**src/rtl/rcreg_fifo.sv**
```systemverilog
// Two-entry receive FIFO between the RSR and the CPU-visible RCREG/RCIF/FERR/OERR registers.
// Latency: a frame pushed at edge N is visible on the registered outputs from edge N; a pop shows the next head at the same edge.
// Backpressure: none toward the RSR; a frame arriving while full (no same-cycle pop) is dropped and latches OERR. Define RCREG_NINTH_BIT_EN for 9-bit frames.
module rcreg_fifo (
    input  logic        clk,
    input  logic        rst,
    input  logic        rx_enable,
    input  logic        rsr_valid,
    input  logic [7:0]  rsr_data,
    input  logic        rsr_ferr,
`ifdef RCREG_NINTH_BIT_EN
    input  logic        rsr_rx9d,
`endif
    input  logic        read_enable,
    input  logic        clear_oerr,
    output logic [31:0] RCREG,
    output logic        RCIF,
    output logic        FERR,
    output logic        OERR,
    output logic [1:0]  rx_count
);

`ifdef RCREG_NINTH_BIT_EN
    localparam int DW = 9;
`else
    localparam int DW = 8;
`endif

    typedef struct packed {
        logic          ferr;
        logic [DW-1:0] dat;
    } entry_t;

    entry_t      r_mem [2];
    logic        r_wr_ptr;
    logic        r_rd_ptr;
    logic [1:0]  r_count;
    logic        r_oerr;
    logic [31:0] r_rcreg;
    logic        r_rcif;
    logic        r_ferr;

    entry_t      w_new;
    entry_t      w_head;
    logic        w_pop;
    logic        w_room;
    logic        w_frame;
    logic        w_push;
    logic        w_ovf;
    logic        w_wr_ptr_nxt;
    logic        w_rd_ptr_nxt;
    logic [1:0]  w_count_nxt;
    logic        w_oerr_nxt;

    always_comb begin
        w_new.ferr = rsr_ferr;
`ifdef RCREG_NINTH_BIT_EN
        w_new.dat  = {rsr_rx9d, rsr_data};
`else
        w_new.dat  = rsr_data;
`endif
    end

    // A pending overrun or a same-cycle clear both block capture of the incoming frame.
    assign w_pop   = rx_enable && read_enable && (r_count != 2'd0);
    assign w_room  = (r_count != 2'd2) || w_pop;
    assign w_frame = rx_enable && rsr_valid && !r_oerr && !clear_oerr;
    assign w_push  = w_frame && w_room;
    assign w_ovf   = w_frame && !w_room;

    always_comb begin
        w_wr_ptr_nxt = r_wr_ptr;
        w_rd_ptr_nxt = r_rd_ptr;
        w_count_nxt  = r_count;
        if (!rx_enable) begin
            w_wr_ptr_nxt = 1'b0;
            w_rd_ptr_nxt = 1'b0;
            w_count_nxt  = 2'd0;
        end else begin
            if (w_push) w_wr_ptr_nxt = ~r_wr_ptr;
            if (w_pop)  w_rd_ptr_nxt = ~r_rd_ptr;
            case ({w_push, w_pop})
                2'b10:   w_count_nxt = r_count + 2'd1;
                2'b01:   w_count_nxt = r_count - 2'd1;
                default: w_count_nxt = r_count;
            endcase
        end
    end

    always_comb begin
        w_oerr_nxt = r_oerr;
        if (!rx_enable || clear_oerr) begin
            w_oerr_nxt = 1'b0;
        end else if (w_ovf) begin
            w_oerr_nxt = 1'b1;
        end
    end

    // The new head comes from the write port only when the pushed entry lands in the head slot.
    always_comb begin
        w_head = '0;
        if (w_count_nxt != 2'd0) begin
            if (w_push && (r_wr_ptr == w_rd_ptr_nxt)) begin
                w_head = w_new;
            end else begin
                w_head = r_mem[w_rd_ptr_nxt];
            end
        end
    end

    always_ff @(posedge clk or negedge rst) begin
        if (!rst) begin
            r_mem[0] <= '0;
            r_mem[1] <= '0;
            r_wr_ptr <= 1'b0;
            r_rd_ptr <= 1'b0;
            r_count  <= 2'd0;
            r_oerr   <= 1'b0;
            r_rcreg  <= 32'd0;
            r_rcif   <= 1'b0;
            r_ferr   <= 1'b0;
        end else begin
            if (w_push) begin
                r_mem[r_wr_ptr] <= w_new;
            end
            r_wr_ptr <= w_wr_ptr_nxt;
            r_rd_ptr <= w_rd_ptr_nxt;
            r_count  <= w_count_nxt;
            r_oerr   <= w_oerr_nxt;
            r_rcreg  <= {{(32-DW){1'b0}}, w_head.dat};
            r_rcif   <= (w_count_nxt != 2'd0);
            r_ferr   <= w_head.ferr;
        end
    end

    assign RCREG    = r_rcreg;
    assign RCIF     = r_rcif;
    assign FERR     = r_ferr;
    assign OERR     = r_oerr;
    assign rx_count = r_count;

endmodule

```
**config.mk**
```make
export PLATFORM = sky130hd
export DESIGN_NAME = rcreg_fifo
export DESIGN_NICKNAME = d
export VERILOG_FILES = /design/src/rtl/rcreg_fifo.sv
export SDC_FILE = /design/constraint.sdc
export NUM_CORES = 1
export LEC_CHECK = 0
export ABC_AREA = 1
export ABC_CLOCK_PERIOD_IN_PS = 2500
export CAP_MARGIN = 20
export CORE_ASPECT_RATIO = 1.25
export CORE_MARGIN = 1
export CORE_UTILIZATION = 45
export CTS_CLUSTER_SIZE = 30
export DETAILED_ROUTE_END_ITERATION = 7
export HOLD_SLACK_MARGIN = 0.03
export PLACE_DENSITY = 0.82
export REMOVE_ABC_BUFFERS = 1
export SLEW_MARGIN = 30
export SYNTH_ARGS = -nofsm -noshare
export SYNTH_HDL_FRONTEND = slang
export SYNTH_SLANG_ARGS = --single-unit
```
**constraint.sdc**
```tcl
create_clock -name clk -period 2.5 [get_ports clk]
set_clock_uncertainty 0.15 [all_clocks]
set_input_delay 0.5 -clock clk [delete_from_list [all_inputs] [get_ports clk]]
set_output_delay 0.5 -clock clk [all_outputs]
set_load 0.1 [all_outputs]
```
Word level (Yosys, flattened, before mapping):

Cells that the tools add are included.
W data, S select, Z words.

* flip-flop bits (word level): 33
* output and inout bits: 37
* word-level logic and storage cells: 59
* bits of input ports: 15

* equal/unequal tests: 5
* add/sub/neg operators: 2
* magnitude comparators: 3
* reduce and logical (&&, ||, !) cells: 18
* bitwise operators: 4
* muxes and demuxes: 16

Operators with widths (number)
* $mux W9: 6
* $bwmux W18: 1
* $demux W9 S1: 1
* $logic_and A1 B1 Y1: 9
* $mux W1: 6
* $reduce_bool A2 Y1: 3
* $ge A2 B2 Y1 const B: 2
* $logic_not A1 Y1: 4
* $not A1 Y2: 2
* $pmux W2 S2: 1
* $add A2 B1 Y2 const B: 1
* $eq A2 B1 Y1 const B: 1
* $eq A2 B2 Y1 const B: 1
* $logic_or A1 B1 Y1: 2
* $lt A2 B1 Y1 const B: 1
* $mux W2: 1
* $ne A2 B1 Y1 const B: 1
* $ne A2 B2 Y1 const B: 1
* $not A1 Y1: 2
* $sub A2 B1 Y2 const B: 1
* $eq A1 B1 Y1: 1

Logic depth before layout (Yosys ltp):

* depth in word-level cells: 10
* mapped depth: 15
* gate-level depth less buffers: 14

Worst setup path after synthesis:

OpenSTA, ideal clock, no wires.

* path type: register -> register
* from: register r_count[0], in the netlist rx_count[0]
* to: register r_ferr, in the netlist FERR
* data required time: 2.233 ns
* path slack: -0.401 ns
* cell stages (with the launch flop): 14
* period minus slack after synthesis: 2.901 ns
* data arrival time: 2.635 ns
* setup time: 0.117 ns
* path buffers: 1
* cells stage by stage: dfrtp_1 inv_1 nand2_1 nor2_1 nor2_4 buf_4 inv_1 ha_1 nor2_1 nand3_1 nand3_1 nand2_1 nand2_1 nor2_1

RTL lines
* start: declaration: RTL line 37 `logic [1:0] r_count;`
* start signal: assignment: RTL line 128 `r_count <= w_count_nxt;`
* end signal: assignment: RTL line 132 `r_ferr <= w_head.ferr;`
* end: declaration: RTL line 41 `logic r_ferr;`

==> results_dict.tcl <==
set metrics [dict create \
    ys_ff_latch 33 \
    cts_resized 0 \
    grt_max_degree 34 \
    layout_commonest_cell "nand2_1" \
    antenna_left 0 \
    nNetsFinal 274 \
    hold_end "r_mem[0]$_DFFE_PN0P_" \
    grt_use_total_pct 18.9 \
    io_buffers 27 \
    cts-buffers-inserted 5 \
    syn_to_final_growth_pct 18.8 \
    grt_remaining_overflow 0 \
    start_kind "input pin" \
    io_pins 52 \
    die_h_um 73.6 \
    grt_pass1_vias 1332 \
    initial_core_util_pct 48.0 \
    place.gp.congestion 0.836 \
    power_frac_comb_pct 36.3 \
    fmax_mhz 425 \
    design.die.area_um2 4370 \
    cts.sink_count 33 \
    holdWs_ns 0.336 \
    r2r_slack_ns 0.41 \
    synth.avg_cell_area_um2 8.47 \
    cts_max_level 2 \
    r2r_end "RCREG[3]$_DFF_PN0_" \
    die_x_um 59.3 \
    path_delay_family "simple AND/OR/NAND/NOR gates" \
    synth_top_cell_by_area "dfrtp_1" \
    holdPathStages 2 \
    power_w 0.00166 \
    synth.distinct_cells 21 \
    final_util_pct 57.0 \
    min_period_over_period_pct 94.0 \
    crit_path_max_incr_delay_ns 0.50 \
    ys.warnings.count 0 \
    cts-root-buf "clkbuf_8" \
    grt_pass1_wl_mm 6.00 \
    cts_hold_buf 0 \
    instances_no_fill 313 \
    cp.arrival_ns 2.42 \
    hold_violations 0 \
    required_ns 2.57 \
    switching_power_w 0.000681 \
    critical_path_buf_inv_count 3 \
    drt-total-wl_mm 3.52 \
    dp_hpwl_mm 2.52 \
    switching_share_pct 41.1 \
    n_fill_cell 359 \
    placed_cells 304 \
    clock_power_share_pct 22.9 \
    drv_slew 0 \
    netlist_instances 218 \
    synth_area_leaders "dfrtp_1 45%, nand2_1 12%, buf_4 11%, o21ai_2 6.6%, nor2_1 4.5%" \
    coreArea_um2 3850 \
    critPathCaptureType "register" \
    synth.cell_area_um2 1850 \
    antenna_cells 0 \
    clk_latency_ns 0.28 \
    ir_worst_vdd_mv 0.430 \
    p_per_area_nw_per_um2 756 \
    r2r_start "rx_count[0]$_DFF_PN0_" \
    min-delay-start "r_mem[0]$_DFFE_PN0P_" \
    cp_slowest_cell "clkdlybuf4s50_1" \
    seqCellArea_um2 826 \
    crit_chain "clkdlybuf4s50_1 -> inv_1 -> nor2_1 -> nand3_1 -> nor2_4 -> inv_1 -> ha_1 -> nor2_1 -> nand2_1 -> nand2_1 -> nand3_2 -> nand2_2 -> nand2_1 -> nor2_1" \
    reg2regPathDepth 13 \
    synth_top_area_share_pct 44.7 \
    multi_input_area_um2 810 \
    outcome "finished, final reports clean" \
    min_period_ns 2.35 \
    max_cap_violations 0 \
    drtIter0Drc 63 \
    vias_per_cell 4.53 \
    dr.pass1.iters 5 \
    place_area_um2 2090 \
    startpoint "rx_enable" \
    intPower_w 0.000977 \
    p_leak_nw 1.16 \
    clock_path_buffers 2 \
    num_vias 1418 \
    cts_setup_buffers 0 \
    drc 0 \
    ys_seq_area_share_pct 44.7 \
    wl_per_cell_um 11.3 \
    seq_power_share_pct 40.8 \
    critPathMaxFanout 5 \
    worstSetupPathType "in2reg" \
    drive_gt1_share_pct 22.0 \
    final_area_um2 2190 \
    hold_class "reg2reg" \
    tritoncts "done" \
    clk_pin_slew_ns 0.06 \
    layout_common_cells "58 x nand2_1, 33 x dfrtp_1, 25 x buf_4, 24 x conb_1, 22 x nor2_1" \
    antenna_found_initial 0 \
    fp-row-count 25 \
    setup_viol 0 \
]
flip-flops by register name, summed over array words and instances (netlist names):
name	flops
rx_count	2
r_wr_ptr	1
r_mem	18
FERR	1
OERR	1
r_rd_ptr	1
RCIF	1
RCREG	8
cells by family (layout without fill, tap and decap cells):
| group | Yosys count | in the layout | synth area share (%) |
|---|---|---|---|
| simple gates | 111 | 112 | 28.7 |
| fa+ha+maj | 1 | 1 | 0.677 |
| flops | 33 | 33 | 44.7 |
| buf+inv | 52 | 69 | 17.1 |
| compound gates | 19 | 19 | 8.13 |
| xor+xnor | 1 | 1 | 0.474 |
| other cells | 1 | 24 | 0.203 |
power by group through the flow:
| stage | clock, W | combinational, W | sequential [W] |
|---|---|---|---|
| 2_1_floorplan | 0 | 0.000364 | 0.000794 |
| 3_5_place_dp | 0 | 0.000598 | 0.000686 |
| 4_1_cts | 0.000391 | 0.000600 | 0.000677 |
| 5_1_grt | 0.000415 | 0.000653 | 0.000686 |
| 6_report | 0.000380 | 0.000602 | 0.000676 |
| 3_3_place_gp | 0 | 0.000588 | 0.000682 |
worst max-delay path by stage:
stage / end / slack [ns] / depth (start not counted)
final: RCREG[3]$_DFF_PN0_ / 0.15 / 14
after detailed placement: RCREG[3]$_DFF_PN0_ / -0.29 / 14
after floorplan: FERR$_DFF_PN0_ / -0.36 / 12
after global placement: RCREG[3]$_DFF_PN0_ / -0.22 / 14
after global routing: RCREG[3]$_DFF_PN0_ / -0.01 / 14
after CTS: RCREG[3]$_DFF_PN0_ / 0.004 / 14
cells in the mapped netlist:
cell      instances
nand2_1          59
nand2_4           4
buf_6             3
buf_2             1
o21ai_1           4
nand3_4           1
nand4_1           9
nor2_1           22
inv_1            20
ha_1              1
nand3_1          13
o21ai_2          14
nand3_2           1
xnor2_1           1
nor2_4            1
buf_4            26
dfrtp_1          33
nor2_8            1
conb_1            1
inv_2             2
a21boi_0          1
routing by layer:
metal	vias to the layer above	GRT usage (%)	part of all wire, %
li1	722	-	-
met2	39	31.0	51
met4	0	7.14	1.2
met1	652	23.3	43
met3	5	5.28	4.7
met5	-	0	0
final cells by class:
type	instances	area share, %
sequential	33	37.6
clock buffer	8	3.65
timing repair buffer	39	14.9
inverter	22	3.76
multi-input combinational	157	36.9
tap	54	3.08
metrics by stage:
stage | setup slack, ns | setup TNS [ns]
after floorplan | -0.363 | -3.65
after global placement | -0.222 | -1.82
after detailed placement | -0.289 | -2.56
after CTS | 0.00425 | 0
after global routing | -0.0131 | -0.0240
final | 0.150 | 0
tightest hold or removal path: cells and delay by family, from the launching register on:
kind | cells | cell delay, ns
AOI/OAI and AO/OA | 1 | 0.05
DFF | 1 | 0.34
and+or+nand+nor | 1 | 0.06
Note: power is estimated with default switching activity, not from simulation.
==> RTL change: new RTL, same flow settings <==
Add an input register stage for `rx_enable`, `rsr_valid`, `rsr_ferr`, `read_enable` and `clear_oerr`, without a reset; this delays them by one clock. The other inputs are not delayed to match.
--- a/src/rtl/rcreg_fifo.sv
+++ b/src/rtl/rcreg_fifo.sv
@@ -31,6 +31,20 @@
         logic [DW-1:0] dat;
     } entry_t;
 
+    logic rx_enable_q;
+    logic rsr_valid_q;
+    logic rsr_ferr_q;
+    logic read_enable_q;
+    logic clear_oerr_q;
+
+    always_ff @(posedge clk) begin
+        rx_enable_q   <= rx_enable;
+        rsr_valid_q   <= rsr_valid;
+        rsr_ferr_q    <= rsr_ferr;
+        read_enable_q <= read_enable;
+        clear_oerr_q  <= clear_oerr;
+    end
+
     entry_t      r_mem [2];
     logic        r_wr_ptr;
     logic        r_rd_ptr;
@@ -53,7 +67,7 @@
     logic        w_oerr_nxt;
 
     always_comb begin
-        w_new.ferr = rsr_ferr;
+        w_new.ferr = rsr_ferr_q;
 `ifdef RCREG_NINTH_BIT_EN
         w_new.dat  = {rsr_rx9d, rsr_data};
 `else
@@ -62,9 +76,9 @@
     end
 
     // A pending overrun or a same-cycle clear both block capture of the incoming frame.
-    assign w_pop   = rx_enable && read_enable && (r_count != 2'd0);
+    assign w_pop   = rx_enable_q && read_enable_q && (r_count != 2'd0);
     assign w_room  = (r_count != 2'd2) || w_pop;
-    assign w_frame = rx_enable && rsr_valid && !r_oerr && !clear_oerr;
+    assign w_frame = rx_enable_q && rsr_valid_q && !r_oerr && !clear_oerr_q;
     assign w_push  = w_frame && w_room;
     assign w_ovf   = w_frame && !w_room;
 
@@ -72,7 +86,7 @@
         w_wr_ptr_nxt = r_wr_ptr;
         w_rd_ptr_nxt = r_rd_ptr;
         w_count_nxt  = r_count;
-        if (!rx_enable) begin
+        if (!rx_enable_q) begin
             w_wr_ptr_nxt = 1'b0;
             w_rd_ptr_nxt = 1'b0;
             w_count_nxt  = 2'd0;
@@ -89,7 +103,7 @@
 
     always_comb begin
         w_oerr_nxt = r_oerr;
-        if (!rx_enable || clear_oerr) begin
+        if (!rx_enable_q || clear_oerr_q) begin
             w_oerr_nxt = 1'b0;
         end else if (w_ovf) begin
             w_oerr_nxt = 1'b1;
Function: changed (a bounded check fails within 4 cycles, from zero or initial values and one cycle with rst low).
==> RTL change against the unedited design <==
Die area grew 4.5%. Power shrank 1.1%. Routed wire length is essentially flat. Largest power group unchanged. Sequential cell count grew 5. Global-route usage shrank 0.17 points. Clock power grew 3%. Synthesized area grew 4.6%. Worst setup slack gained 0.48 ns. First-iteration DRC count shrank 13%. Design area shrank 0.57%.
==> RTL change: results (changes against the unedited design) <==
Detailed routing
  • Routed WL: 3520 um (about the same)
  • WL met2: 1880 um (+5.0%)
  • Length of routed met3 wiring: 122 um (-26%)
  • Routed vias/inst: 4.58 (+1.1%)
  • Max Used Layer: met4
  • Met1 Wirelength: 1440 um (-5.3%)
  • Violation count after the first detailed-route iteration: 55 (-13%)
  • Initial DRT Pass Iterations: 4 (-1)

Hold path
  • Worst hold path endpoint: r_mem[8]$_DFFE_PN0P_
  • HP Start: rsr_ferr_q$_DFF_P_

Critical path
  • Worst EP arrival: 1.93 ns (-0.49 ns)
  • Critical path's largest stage delay: 0.43 ns (-0.07 ns)
  • Reg-to-reg critical path endpoint: RCREG[3]$_DFF_PN0_
  • Critical path's slowest cell: dfrtp_1
  • Reg2reg setup slack: 0.63 ns (+0.22 ns)
  • RR Startpoint: rx_count[0]$_DFF_PN0_
  • Crit Path Max Fanout: 18 (+13)
  • Kind of cell adding the most delay to the critical path: simple AND/OR/NAND/NOR gates
  • R2R depth: 10 (-3)

Cells and area
  • Final sequential cell count: 38 (+15%)
  • Register area: 926 um^2 (+12%)
  • Clock buf count: 7 (-1)
  • Layout cells sized above 1: 14.0% (-8.0 points)
  • Reg with most FFs: r_mem
  • Layout Nets: 280 (+2.2%)
  • Non-clock buffering overhead: 11.9% (-3.0 points)
  • Multi-input comb cells: 157 (unchanged)
  • Multi-input logic area: 724 um^2 (-11%)
  • # fillers: 424 (+18%)
  • Final Instance Area: 2180 um^2 (-0.57%)
  • Repair and plain buffers: 30 (-23%)
  • Clock network area share: 3.50% (-0.15 points)
  • Number of flip-flops under the largest register name: 18 (unchanged)
  • Invs w/o clock: 33 (+50%)

Global routing
  • Met2 global-route usage: 31.5% (+0.54 points)
  • Wire length of the first global-routing pass: 6000 um (+0.12%)
  • GR Util met1: 20.5% (-2.9 points)
  • Met3 GRT Util: 6.19% (+0.90 points)
  • Vias in the first global route: 1,392 (+4.5%)
  • Gr usage total: 18.7% (-0.17 points)
  • Pin count of the biggest net entering global routing: 34 (unchanged)

Synthesis
  • Post-synthesis sequential area ratio: 47.9% (+3.2 points)
  • Async S/R FF share, synth: 86.8% (-13 points)
  • Commonest cells post-synth: 65 x nand2_1, 33 x dfrtp_1, 30 x inv_1, 24 x buf_4, 17 x nor2_1
  • Distinct cell type count after synthesis: 24 (+14%)
  • Synth top area cells: dfrtp_1 43%, nand2_1 13%, buf_4 9.3%

Clock tree
  • Clk buf depth: 2 (unchanged)
  • # Post-CTS Setup Buffers: 0 (unchanged)
  • Clk slew on worst S/H paths: 0.07 ns
  • CTS buffer count: 5 (unchanged)

Run
  • Max-cap violation count: 0 (unchanged)

Placed design
  • DP Wirelength: 2450 um (-2.8%)
  • Placer Congestion: 0.788 (-5.7%)
  • Placed cell area: 2100 um^2 (+0.48%)
  • Port Buffers: 27 (unchanged)

Pwr
  • IR drop worst, VDD: 0.366 mV (-15%)
  • P_leak: 1.22 nW (+5.3%)

Outcome
  • Outcome: completed
==> RTL change: cell types whose count changed after synthesis, moves of 6 or more <==
cell / delta
o21ai_2: -14
nand2_2: +7
o21ai_0: +7
inv_1: +10
nand2_1: +6
nand3_1: -6
o21ai_1: +8
==> RTL change: metrics by stage <==
stage	setup slack, ns	std cells	total power, W	utilization [%]	hold slack (ns)
6_report	0.629	321	0.00164	53.2	0.329
5_1_grt	0.417	321	0.00174	53.2	0.354
4_1_cts	0.646	321	0.00165	53.2	0.331
3_5_place_dp	0.657	314	0.00126	51.3	0.319
3_3_place_gp	0.724	314	0.00124	51.3	0.317
2_1_floorplan	0.00785	228	0.00115	-	0.0544
==> RTL change: kinds of logic (layout without fill, tap and decap cells) <==
family	after synthesis	in the layout	synth area share [%]
other	1	24	0.194
buffers and inverters	65	70	19.0
flip-flops	38	38	47.9
AND/OR/NAND/NOR	112	112	27.3
AO/OA/AOI/OAI	21	21	5.57
==> RTL change: report_power, final <==
| part | switching (W) | total (W) | internal [W] |
|---|---|---|---|
| combinational | 0.000376 | 0.000486 | 0.000110 |
| sequential | 0.0000526 | 0.000760 | 0.000708 |
| clock | 0.000201 | 0.000393 | 0.000192 |
==> RTL change: worst max path at each step <==
stage	start	endpoint	cells past startpoint
2_1_floorplan	rx_count[0]$_DFF_PN0_	RCREG[6]$_DFF_PN0_	9
3_3_place_gp	rx_count[0]$_DFF_PN0_	RCREG[3]$_DFF_PN0_	10
3_5_place_dp	rx_count[0]$_DFF_PN0_	RCREG[3]$_DFF_PN0_	10
4_1_cts	rx_count[0]$_DFF_PN0_	RCREG[3]$_DFF_PN0_	10
5_1_grt	rx_enable_q$_DFF_P_	RCREG[3]$_DFF_PN0_	10
6_report	rx_count[0]$_DFF_PN0_	RCREG[3]$_DFF_PN0_	10
